## src/rtl/mux_scan_sel_if.sv

```systemverilog
// Bundle of the channel-selector bus: channel data and controls going in,
// selected channel data and status coming out. The ch_en per-channel enable
// only exists when MUX_SCAN_SEL_MASK_EN is defined.
interface mux_scan_sel_if #(
  parameter int CH   = 16,
  parameter int W    = 1,
  parameter int SELW = 4
);
  logic [CH*W-1:0] data;
  logic [SELW-1:0] sel;
  logic            mode;
  logic            hold;
`ifdef MUX_SCAN_SEL_MASK_EN
  logic [CH-1:0]   ch_en;
`endif
  logic [W-1:0]    dout;
  logic [SELW-1:0] dout_ch;
  logic            dout_vld;
  logic            wrap;

  // Producer side: drives channel data and controls, observes the selection
  modport master (
`ifdef MUX_SCAN_SEL_MASK_EN
    output ch_en,
`endif
    output data, sel, mode, hold,
    input  dout, dout_ch, dout_vld, wrap
  );

  // Selector side
  modport slave (
`ifdef MUX_SCAN_SEL_MASK_EN
    input  ch_en,
`endif
    input  data, sel, mode, hold,
    output dout, dout_ch, dout_vld, wrap
  );
endinterface

```

## src/rtl/mux_scan_sel.sv

```systemverilog
// mux_scan_sel: registered N-channel, W-bit channel selector.
// MANUAL mode follows the external select; SCAN mode walks round-robin over
// the channels, dwelling DWELL cycles on each and pulsing wrap on return to
// the lowest channel. hold freezes everything (wrap forced low).
// Optional feature macro: MUX_SCAN_SEL_MASK_EN adds the per-channel enable
// bus.ch_en; scan then skips disabled channels and manual select of a
// disabled channel yields invalid output. Without it every channel is enabled.
module mux_scan_sel #(
  parameter int CH    = 16,
  parameter int W     = 1,
  parameter int SELW  = 4,
  parameter int DWELL = 8
) (
  input  logic          clk,
  input  logic          rst,
  mux_scan_sel_if.slave bus
);

  localparam int CNTW = (DWELL > 1) ? $clog2(DWELL) : 1;
  localparam logic [CNTW-1:0] CNT_LAST = CNTW'(DWELL - 1);

  typedef enum logic {
    MANUAL = 1'b0,
    SCAN   = 1'b1
  } state_t;

  state_t          state_p1;
  state_t          state_nxt;
  logic [SELW-1:0] ptr_p1;
  logic [SELW-1:0] ptr_nxt;
  logic [CNTW-1:0] cnt_p1;
  logic [CNTW-1:0] cnt_nxt;
  logic [W-1:0]    dout_p1;
  logic [W-1:0]    dout_nxt;
  logic [SELW-1:0] ch_p1;
  logic [SELW-1:0] ch_nxt;
  logic            vld_p1;
  logic            vld_nxt;
  logic            wrap_p1;
  logic            wrap_nxt;

  logic [CH-1:0]   en;
  logic            any_en;
  logic            sel_on;
  logic [SELW-1:0] first_ptr;
  logic [SELW-1:0] adv_ptr;

`ifdef MUX_SCAN_SEL_MASK_EN
  assign en = bus.ch_en;
`else
  assign en = '1;
`endif

  // Data of channel idx; indices at or above CH read as zero
  function automatic logic [W-1:0] pick_ch(input logic [CH*W-1:0] d,
                                           input logic [SELW-1:0] idx);
    logic [W-1:0] r;
    r = '0;
    for (int i = 0; i < CH; i++) begin
      if (int'(idx) == i) r = d[i*W +: W];
    end
    return r;
  endfunction

  // True when idx names an existing, enabled channel
  function automatic logic is_en(input logic [CH-1:0]   e,
                                 input logic [SELW-1:0] idx);
    logic r;
    r = 1'b0;
    for (int i = 0; i < CH; i++) begin
      if (int'(idx) == i) r = e[i];
    end
    return r;
  endfunction

  // Lowest enabled channel, 0 when none is enabled
  function automatic logic [SELW-1:0] first_en(input logic [CH-1:0] e);
    logic [SELW-1:0] r;
    r = '0;
    for (int i = CH - 1; i >= 0; i--) begin
      if (e[i]) r = SELW'(i);
    end
    return r;
  endfunction

  // Next enabled channel after p in circular order; p itself when none
  function automatic logic [SELW-1:0] next_en(input logic [CH-1:0]   e,
                                              input logic [SELW-1:0] p);
    logic [SELW-1:0] r;
    logic            found;
    r     = p;
    found = 1'b0;
    for (int i = CH - 1; i >= 0; i--) begin
      if (e[i] && (i > int'(p))) begin
        r     = SELW'(i);
        found = 1'b1;
      end
    end
    if (!found) begin
      for (int i = CH - 1; i >= 0; i--) begin
        if (e[i]) r = SELW'(i);
      end
    end
    return r;
  endfunction

  assign any_en    = |en;
  assign sel_on    = is_en(en, bus.sel);
  assign first_ptr = first_en(en);
  assign adv_ptr   = next_en(en, ptr_p1);

  // FSM state register
  always_ff @(posedge clk or posedge rst) begin
    if (rst) state_p1 <= MANUAL;
    else     state_p1 <= state_nxt;
  end

  // FSM next state: mode is only honoured while not held
  always_comb begin
    state_nxt = state_p1;
    if (!bus.hold) state_nxt = bus.mode ? SCAN : MANUAL;
  end

  // Next outputs and scan position: manual select, scan entry, or dwell/advance
  always_comb begin
    ptr_nxt  = ptr_p1;
    cnt_nxt  = cnt_p1;
    dout_nxt = dout_p1;
    ch_nxt   = ch_p1;
    vld_nxt  = vld_p1;
    wrap_nxt = 1'b0;
    if (!bus.hold) begin
      if (!bus.mode) begin
        // Manual, including the cycle that leaves scan
        ch_nxt = bus.sel;
        if (sel_on) begin
          dout_nxt = pick_ch(bus.data, bus.sel);
          vld_nxt  = 1'b1;
        end else begin
          dout_nxt = '0;
          vld_nxt  = 1'b0;
        end
      end else if (state_p1 == MANUAL) begin
        // Scan entry: this cycle is the first dwell cycle on the start channel
        ptr_nxt  = first_ptr;
        cnt_nxt  = '0;
        ch_nxt   = first_ptr;
        dout_nxt = any_en ? pick_ch(bus.data, first_ptr) : '0;
        vld_nxt  = any_en;
      end else if (!any_en) begin
        // Nothing to scan: park the pointer and report invalid data
        ch_nxt   = ptr_p1;
        dout_nxt = '0;
        vld_nxt  = 1'b0;
      end else begin
        if (cnt_p1 == CNT_LAST) begin
          cnt_nxt  = '0;
          ptr_nxt  = adv_ptr;
          wrap_nxt = (adv_ptr <= ptr_p1);
        end else begin
          cnt_nxt = cnt_p1 + 1'b1;
        end
        ch_nxt   = ptr_nxt;
        dout_nxt = pick_ch(bus.data, ptr_nxt);
        vld_nxt  = 1'b1;
      end
    end
  end

  // Output stage and scan position registers
  always_ff @(posedge clk or posedge rst) begin
    if (rst) begin
      ptr_p1  <= '0;
      cnt_p1  <= '0;
      dout_p1 <= '0;
      ch_p1   <= '0;
      vld_p1  <= 1'b0;
      wrap_p1 <= 1'b0;
    end else begin
      ptr_p1  <= ptr_nxt;
      cnt_p1  <= cnt_nxt;
      dout_p1 <= dout_nxt;
      ch_p1   <= ch_nxt;
      vld_p1  <= vld_nxt;
      wrap_p1 <= wrap_nxt;
    end
  end

  assign bus.dout     = dout_p1;
  assign bus.dout_ch  = ch_p1;
  assign bus.dout_vld = vld_p1;
  assign bus.wrap     = wrap_p1;

endmodule
```

## src/flat_wrapper.sv

```systemverilog
// flat-port wrapper written by rule: the top's interface ports become plain ports
module mux_scan_sel_flat 
#(
  parameter int CH    = 16,
  parameter int W     = 1,
  parameter int SELW  = 4,
  parameter int DWELL = 8
)
  (clk, rst, bus_data, bus_sel, bus_mode, bus_hold, bus_dout, bus_dout_ch, bus_dout_vld, bus_wrap);
  mux_scan_sel_if #(.CH(CH), .W(W), .SELW(SELW)) bus_i ();
  input  logic clk;
  input  logic rst;
  input wire logic [$bits(bus_i.data)-1:0] bus_data;
  input wire logic [$bits(bus_i.sel)-1:0] bus_sel;
  input wire logic [$bits(bus_i.mode)-1:0] bus_mode;
  input wire logic [$bits(bus_i.hold)-1:0] bus_hold;
  output wire logic [$bits(bus_i.dout)-1:0] bus_dout;
  output wire logic [$bits(bus_i.dout_ch)-1:0] bus_dout_ch;
  output wire logic [$bits(bus_i.dout_vld)-1:0] bus_dout_vld;
  output wire logic [$bits(bus_i.wrap)-1:0] bus_wrap;
  assign bus_i.data = bus_data;
  assign bus_i.sel = bus_sel;
  assign bus_i.mode = bus_mode;
  assign bus_i.hold = bus_hold;
  assign bus_dout = bus_i.dout;
  assign bus_dout_ch = bus_i.dout_ch;
  assign bus_dout_vld = bus_i.dout_vld;
  assign bus_wrap = bus_i.wrap;
  mux_scan_sel #(.CH(CH), .W(W), .SELW(SELW), .DWELL(DWELL)) u_core (.clk(clk), .rst(rst), .bus(bus_i));
endmodule
```

## config.mk

```make
export PLATFORM = sky130hd
export DESIGN_NAME = mux_scan_sel_flat
export DESIGN_NICKNAME = d
export VERILOG_FILES = /design/src/rtl/mux_scan_sel_if.sv /design/src/rtl/mux_scan_sel.sv /design/src/flat_wrapper.sv
export SDC_FILE = /design/constraint.sdc
export NUM_CORES = 1
export LEC_CHECK = 0
export ABC_AREA = 1
export CORE_AREA = 4 4 50 70
export DETAILED_ROUTE_END_ITERATION = 8
export DIE_AREA = 0 0 54 74
export PLACE_DENSITY = 0.76
export SYNTH_ARGS = -nofsm -noshare
export SYNTH_HDL_FRONTEND = slang
export SYNTH_SLANG_ARGS = --single-unit
export TNS_END_PERCENT = 5
```

## constraint.sdc

```tcl
create_clock -name clk -period 3.5 [get_ports clk]
set_input_delay 0.7 -clock clk [delete_from_list [all_inputs] [get_ports clk]]
set_output_delay 0.7 -clock clk [all_outputs]
set_load 0.01 [all_outputs]
```

==> metrics, run 1 <==
Clock transition at path regs 60 ps; Yosys Warn Count 0; Yosys top cell area share 27.25%; Min-Delay Path Class flop to flop; grt met1 use 21.97%; sequential area share after synthesis 27.25%; area delta synth->final 25.89%; met3 Resource Use GR 4.208%; busiest grt layer met2; pre-CTS WS 948.3 ps; Post-Syn Area 1378 sq um; Crit path max-delay family simple AND/OR/NAND/NOR gates; Slew @ Worst Pin 543.0 ps; Peak VDD IR 0.0003021 V; slowest CP cell dfrtp_1; gpl congestion 0.9258; Post-synth top cells 49 x nand2_1, 29 x inv_1, 15 x dfrtp_1, 14 x nor2_1, 8 x o21ai_0; Post-synth top flop dfrtp_1; Setup-failing EPs final 0; CP dominant cell by count nand2_1; critical path startpoint category flop; Worst Path Arrival 2610 ps; Final Util 60.87%; DIE WIDTH 54 um; Crit path largest cell delay 520 ps; unrepaired setup endpoints after global routing false; Synth Area per Inst 7.212 sq um; vias in the first global route 1399; FF+latch count, synth 15; fin crit share 70.50%; first-pass GRT wire length 5.816 mm; Slew HR 63.76%; drt first pass iters 4; global-route track usage on met2 35.31%; final worst slack 1032 ps; gr ovfl total 0; layout cells sized above 1 11.26%; Async SR Flop Fraction 100.0%; Crit Path Category flop to flop; Bufs on Longest Clock Path 2; largest net degree at the start of global routing 16; Syn Nets 222; most area-hungry cell type in the Yosys netlist dfrtp_1; drt via density 5.417; Initial Utilization 48.35%; count of cell types in the netlist 35; Core ar. 2849 sq um; CTS root buffer clkbuf_8; Final Skew 5.140 ps; antenna viol nets, final 0; final wirelength 3.415 mm; DRC 0; Bufs and invs on worst path 1; Syn Inst Count 191; TNS Setup 0 ps; outcome complete, no violations; final hold viol count 0; Post-Layout Cell Count 259; Post-CTS Setup Inserts 0; Placed Cells 255; max cap viols 0; Final Max Tran Viols 0; Total GRT Usage 19.26%; vias 1403; CP endpoint kind flop; Synth area leaders dfrtp_1 27%, nand2_1 13%, inv_1 7.9%; nets 254; Filler cells 267; die footprint 3996 sq um; CP Max Fanout 9; CTS tree built; PwrDens 280.4 nW/um^2; Clock Latency Late Sink 250 ps; minimum clock period 2468 ps; EDFF count, synth 0; Port Buf Inserts 30; TritonCTS Buffers 3; Avg WL per Cell 13.19 um; # H-tree levels 1; First DRT Iteration DRCs 47; CP cell instances inv_2 -> ha_1 -> or2_1 -> nand2_1 -> nand2_1 -> nand2_1 -> nand3_2 -> nand3_4 -> nand2_8 -> nand3_1 -> nand2_1 -> nand2_1 -> nand3_1 -> nand2_1 -> nand4_1 -> nand2_1 -> nand4_1 -> nand2_1 -> nand2_1 -> nand2_1 -> nand2_1; die height 74 um; # diodes 0; Leak 0.0008493 uW; initial antenna violation count 0; CP required 3640 ps; clock sink total 15; Post-DP HPWL 2.784 mm; Boundary Pins 31; FP Rows 23; Max Freq 405.3 MHz; most frequent cell after synthesis nand2_1; post-cts resize count 0; CTS Hold Bufs 0
## layer usage
metal / wire (um) / share of wire (%) / up-vias
met5: 0 / 0 / -
met4: 34 / 1.0 / 0
met3: 177 / 5.2 / 6
met2: 1801 / 53 / 46
met1: 1402 / 41 / 645
li1: - / - / 706
## worst paths after layout
path	start	endpoint	slack, ps	depth (start not counted)
worst min-delay path	u_core.bus.dout_vld	u_core.bus.dout_vld	460	2
worst max-delay path	u_core.ptr_p1[0]	u_core.bus.dout	1030	21
min in group asynchronous	rst	u_core.cnt_p1[2]	790	2
max in group asynchronous	rst	u_core.bus.dout_ch[2]	2350	2
worst min register to register	u_core.bus.dout_vld	u_core.bus.dout_vld	460	2
worst max register to register	u_core.ptr_p1[0]	u_core.bus.dout	1030	21
## flip-flops by register name, summed over array words and instances, names as in the netlist
| register | cells |
|---|---|
| u_core.cnt_p1 | 3 |
| u_core.state_p1 | 1 |
| u_core.bus.dout_vld | 1 |
| u_core.bus.wrap | 1 |
| u_core.ptr_p1 | 4 |
| u_core.bus.dout | 1 |
| u_core.bus.dout_ch | 4 |
## worst register-to-register path, cell delays in order (launching register included)
cell and delay [ps]:
dfrtp_1 520, inv_2 130, ha_1 230, or2_1 240, nand2_1 70, nand2_1 60, nand2_1 70, nand3_2 100
nand3_4 130, nand2_8 90, nand3_1 80, nand2_1 60, nand2_1 70, nand3_1 60, nand2_1 60, nand4_1 60
nand2_1 60, nand4_1 70, nand2_1 70, nand2_1 40, nand2_1 50, nand2_1 40
## layout make-up
type	instances	area, sq um	share of cell area (%)
clock buffers	3	41.29	2.381
repair buffers	30	300.3	17.32
multi-input cells	138	834.6	48.12
flip-flops and latches	15	375.4	21.65
inverters	35	131.4	7.576
clock inverters	1	5.005	0.2886
well taps	37	46.29	2.670
## cell families (layout without fill, tap and decap cells)
| kind of cell | after synthesis | count (layout) | synth area share (%) |
|---|---|---|---|
| flops | 15 | 15 | 27.25 |
| fa+ha+maj | 7 | 7 | 6.358 |
| buf+inv | 38 | 69 | 12.17 |
| simple gates | 89 | 89 | 31.61 |
| xor+xnor | 1 | 1 | 0.6359 |
| compound gates | 41 | 41 | 21.98 |
## stage by stage
step / hold slack [ps] / instance area, sq um / power (uW)
2_1_floorplan: 458.1 / 1378 / 284.2
3_5_place_dp: 450.4 / 1688 / 347.0
6_report: 459.5 / 1734 / 486.2
4_1_cts: 464.7 / 1734 / 491.9
5_1_grt: 516.2 / 1734 / 520.4
3_3_place_gp: 436.5 / 1688 / 347.1
## layout by cell type, fill, tap and decap left out, drive strengths merged
cell | synthesis | routed
inv | 35 | 35
o21ai | 11 | 11
nand3 | 11 | 11
o221ai | 1 | 1
nand2 | 53 | 53
a22o | 4 | 4
clkdlybuf4s50 | 0 | 30
dfrtp | 15 | 15
clkinv | 0 | 1
a21oi | 4 | 4
a22oi | 3 | 3
nor2 | 16 | 16
xor2 | 1 | 1
a31oi | 3 | 3
o22ai | 1 | 1
a41o | 1 | 1
or2 | 1 | 1
a221oi | 1 | 1
o211ai | 6 | 6
nor3 | 1 | 1
ha | 7 | 7
o31ai | 4 | 4
nand4 | 7 | 7
clkbuf | 1 | 3
a221o | 1 | 1
o311ai | 1 | 1
## power breakdown
part           internal, uW  switching (uW)
clock network          78.9            61.7
registers               192            13.3
logic                  71.6            69.0
total                   342             144
Note: power is estimated with default switching activity, not from simulation.
==> inputs of run 2 (changes only) <==
Clock period 3.5 ns to 2.31 ns, I/O delays scaled along.
==> run 2 against run 1 <==
Net effect:
- via count rose by 0.29%
- highest routed layer unchanged
- total power rose by 53%
- routed wire length rose by 4.0%
- final cell count rose by 4.6%
- flip-flop and latch count did not move
- hold slack got worse by 8.2 ps
- combinational power rose by 62%
==> metrics, run 2 (same netlist as run 1, synthesis figures left out) <==
outcome complete, no violations; fin crit share 99.24%; reg-to-reg startpoint u_core.ptr_p1[1]; DIE WIDTH 54 um; Post-Place Cell Area 1740 sq um; Leak 0.0009011 uW; Clock transition at path regs 60 ps; reg-to-reg setup timing slack 20 ps; CP endpoint kind flop; minimum clock period 2293 ps; initial antenna violation count 0; net switching share of the total power 28.55%; Logic pwr share 30.8%; layout cells sized above 1 17.52%; Slew @ Worst Pin 580.1 ps; vias 1407; CTS root buffer clkbuf_8; final wirelength 3.551 mm; Int Power 530.8 uW; Peak VDD IR 0.0006400 V; antenna viol nets, final 0; clock sink total 15; drt first pass iters 4; area delta synth->final 33.97%; CP Max Fanout 9; Worst Path Arrival 2420 ps; # diodes 0; Initial Utilization 48.35%; CP startpoint u_core.ptr_p1[1]; FP Rows 23; Hold Crit Start u_core.bus.dout_vld; Setup-failing EPs final 0; Boundary Pins 31; critical path startpoint category flop; Crit Path Category flop to flop; CTS Hold Bufs 0; nets 266; most frequent cells in the layout 49 x nand2_1, 30 x clkdlybuf4s50_1, 29 x inv_1; largest net degree at the start of global routing 16; Slew HR 61.28%; # H-tree levels 1; drt via density 5.192; Port Buf Inserts 30; Sequential Power Share 41.7%; DRC 0; die height 74 um; Post-DP HPWL 2.855 mm; First DRT Iteration DRCs 43; gpl congestion 0.8505; final total power 742.9 uW; post-route cell area 1846 sq um; Bufs on Longest Clock Path 2; Final Max Tran Viols 0; Max Freq 436.2 MHz; most common cell after layout, fill and taps aside nand2_1; max cap viols 0; gr ovfl total 0; vias in the first global route 1340; PwrDens 402.5 nW/um^2; CTS tree built; Final Skew 1.700 ps; Core ar. 2849 sq um; Filler cells 261; first-pass GRT wire length 5.768 mm; Min-Delay Path Class flop to flop; Clock Power Share 27.5%; final hold viol count 0; Net Sw Power 212.1 uW; unrepaired setup endpoints after global routing true; Avg WL per Cell 13.10 um; die footprint 3996 sq um; Total GRT Usage 19.05%; CP required 2440 ps; TritonCTS Buffers 3; Clock Latency Late Sink 240 ps
[run 2: cell count changes in the layout (fill, tap and decap cells not counted), moves of 2 or more]
| cell | previous run | this run |
|---|---|---|
| buf_4 | 0 | 12 |
| dfrtp_1 | 15 | 13 |
| dfrtp_2 | 0 | 2 |
| ha_1 | 7 | 5 |
[run 2: layer usage]
metal / GRT usage, % / routed length (um) / part of all wire, % / vias to the layer above
li1: - / - / - / 729
met2: 34.23 / 1908 / 54 / 34
met5: 0 / 0 / 0 / -
met1: 24.72 / 1525 / 43 / 640
met3: 2.405 / 92 / 2.6 / 4
met4: 2.216 / 24 / 0.68 / 0
[run 2: final timing paths]
check / cells after the start / to
worst max-delay path: 18 / u_core.bus.dout
worst min-delay path: 2 / u_core.bus.dout_vld
worst max register to register: 18 / u_core.bus.dout
worst min register to register: 2 / u_core.bus.dout_vld
max in group asynchronous: 2 / u_core.ptr_p1[1]
min in group asynchronous: 2 / u_core.bus.dout_ch[0]
[run 2: cell type report]
cell class	instances	area (sq um)	share of cell area, %
clock buffer	4	45.04	2.441
inverter	35	131.4	7.119
multi-input combinational	138	854.6	46.31
sequential	15	377.9	20.47
tap	37	46.29	2.508
timing repair buffer	42	390.4	21.15
[run 2: worst max-delay path, cell delays in order (launching register included)]
cell	delay, ps
dfrtp_2	450
buf_4	150
buf_4	130
nor2_2	180
nand3_2	120
o21ai_2	80
inv_2	40
nand3_2	90
nand3_4	130
nand2_8	130
nand2_4	70
o31ai_2	250
inv_2	40
nand2_1	60
nand4_1	60
nand2_1	60
nand2_1	40
nand2_1	50
nand2_1	40
[run 2: power by group through the flow]
| stage | logic (uW) | clock network, uW | registers, uW |
|---|---|---|---|
| after floorplan | 115 | 0 | 316 |
| after global placement | 222 | 0 | 313 |
| after detailed placement | 224 | 0 | 313 |
| after CTS | 226 | 207 | 309 |
| after global routing | 253 | 222 | 313 |
| final | 229 | 204 | 310 |
[run 2: what timing repair did]
item | in CTS | in global routing
hold endpoints to repair | 0 | 0
setup endpoints to repair | 1 | 2
pin swaps | 0 | 5
gates resized for setup | 2 | 4
buffers inserted | 1 | 4
[run 2: stage by stage]
| step | TNS, ps | instances | hold WS (ps) | setup slack [ps] | utilization [%] |
|---|---|---|---|---|---|
| after detailed placement | -37.84 | 262 | 443.5 | -37.84 | 61.09 |
| after global routing | -172.3 | 271 | 502.5 | -172.3 | 64.78 |
| after global placement | 0 | 262 | 437.3 | 4.984 | 61.09 |
| final | 0 | 271 | 451.3 | 17.50 | 64.78 |
| after CTS | 0 | 267 | 457.2 | 20.17 | 63.07 |
| after floorplan | 0 | 191 | 363.5 | 134.6 | - |
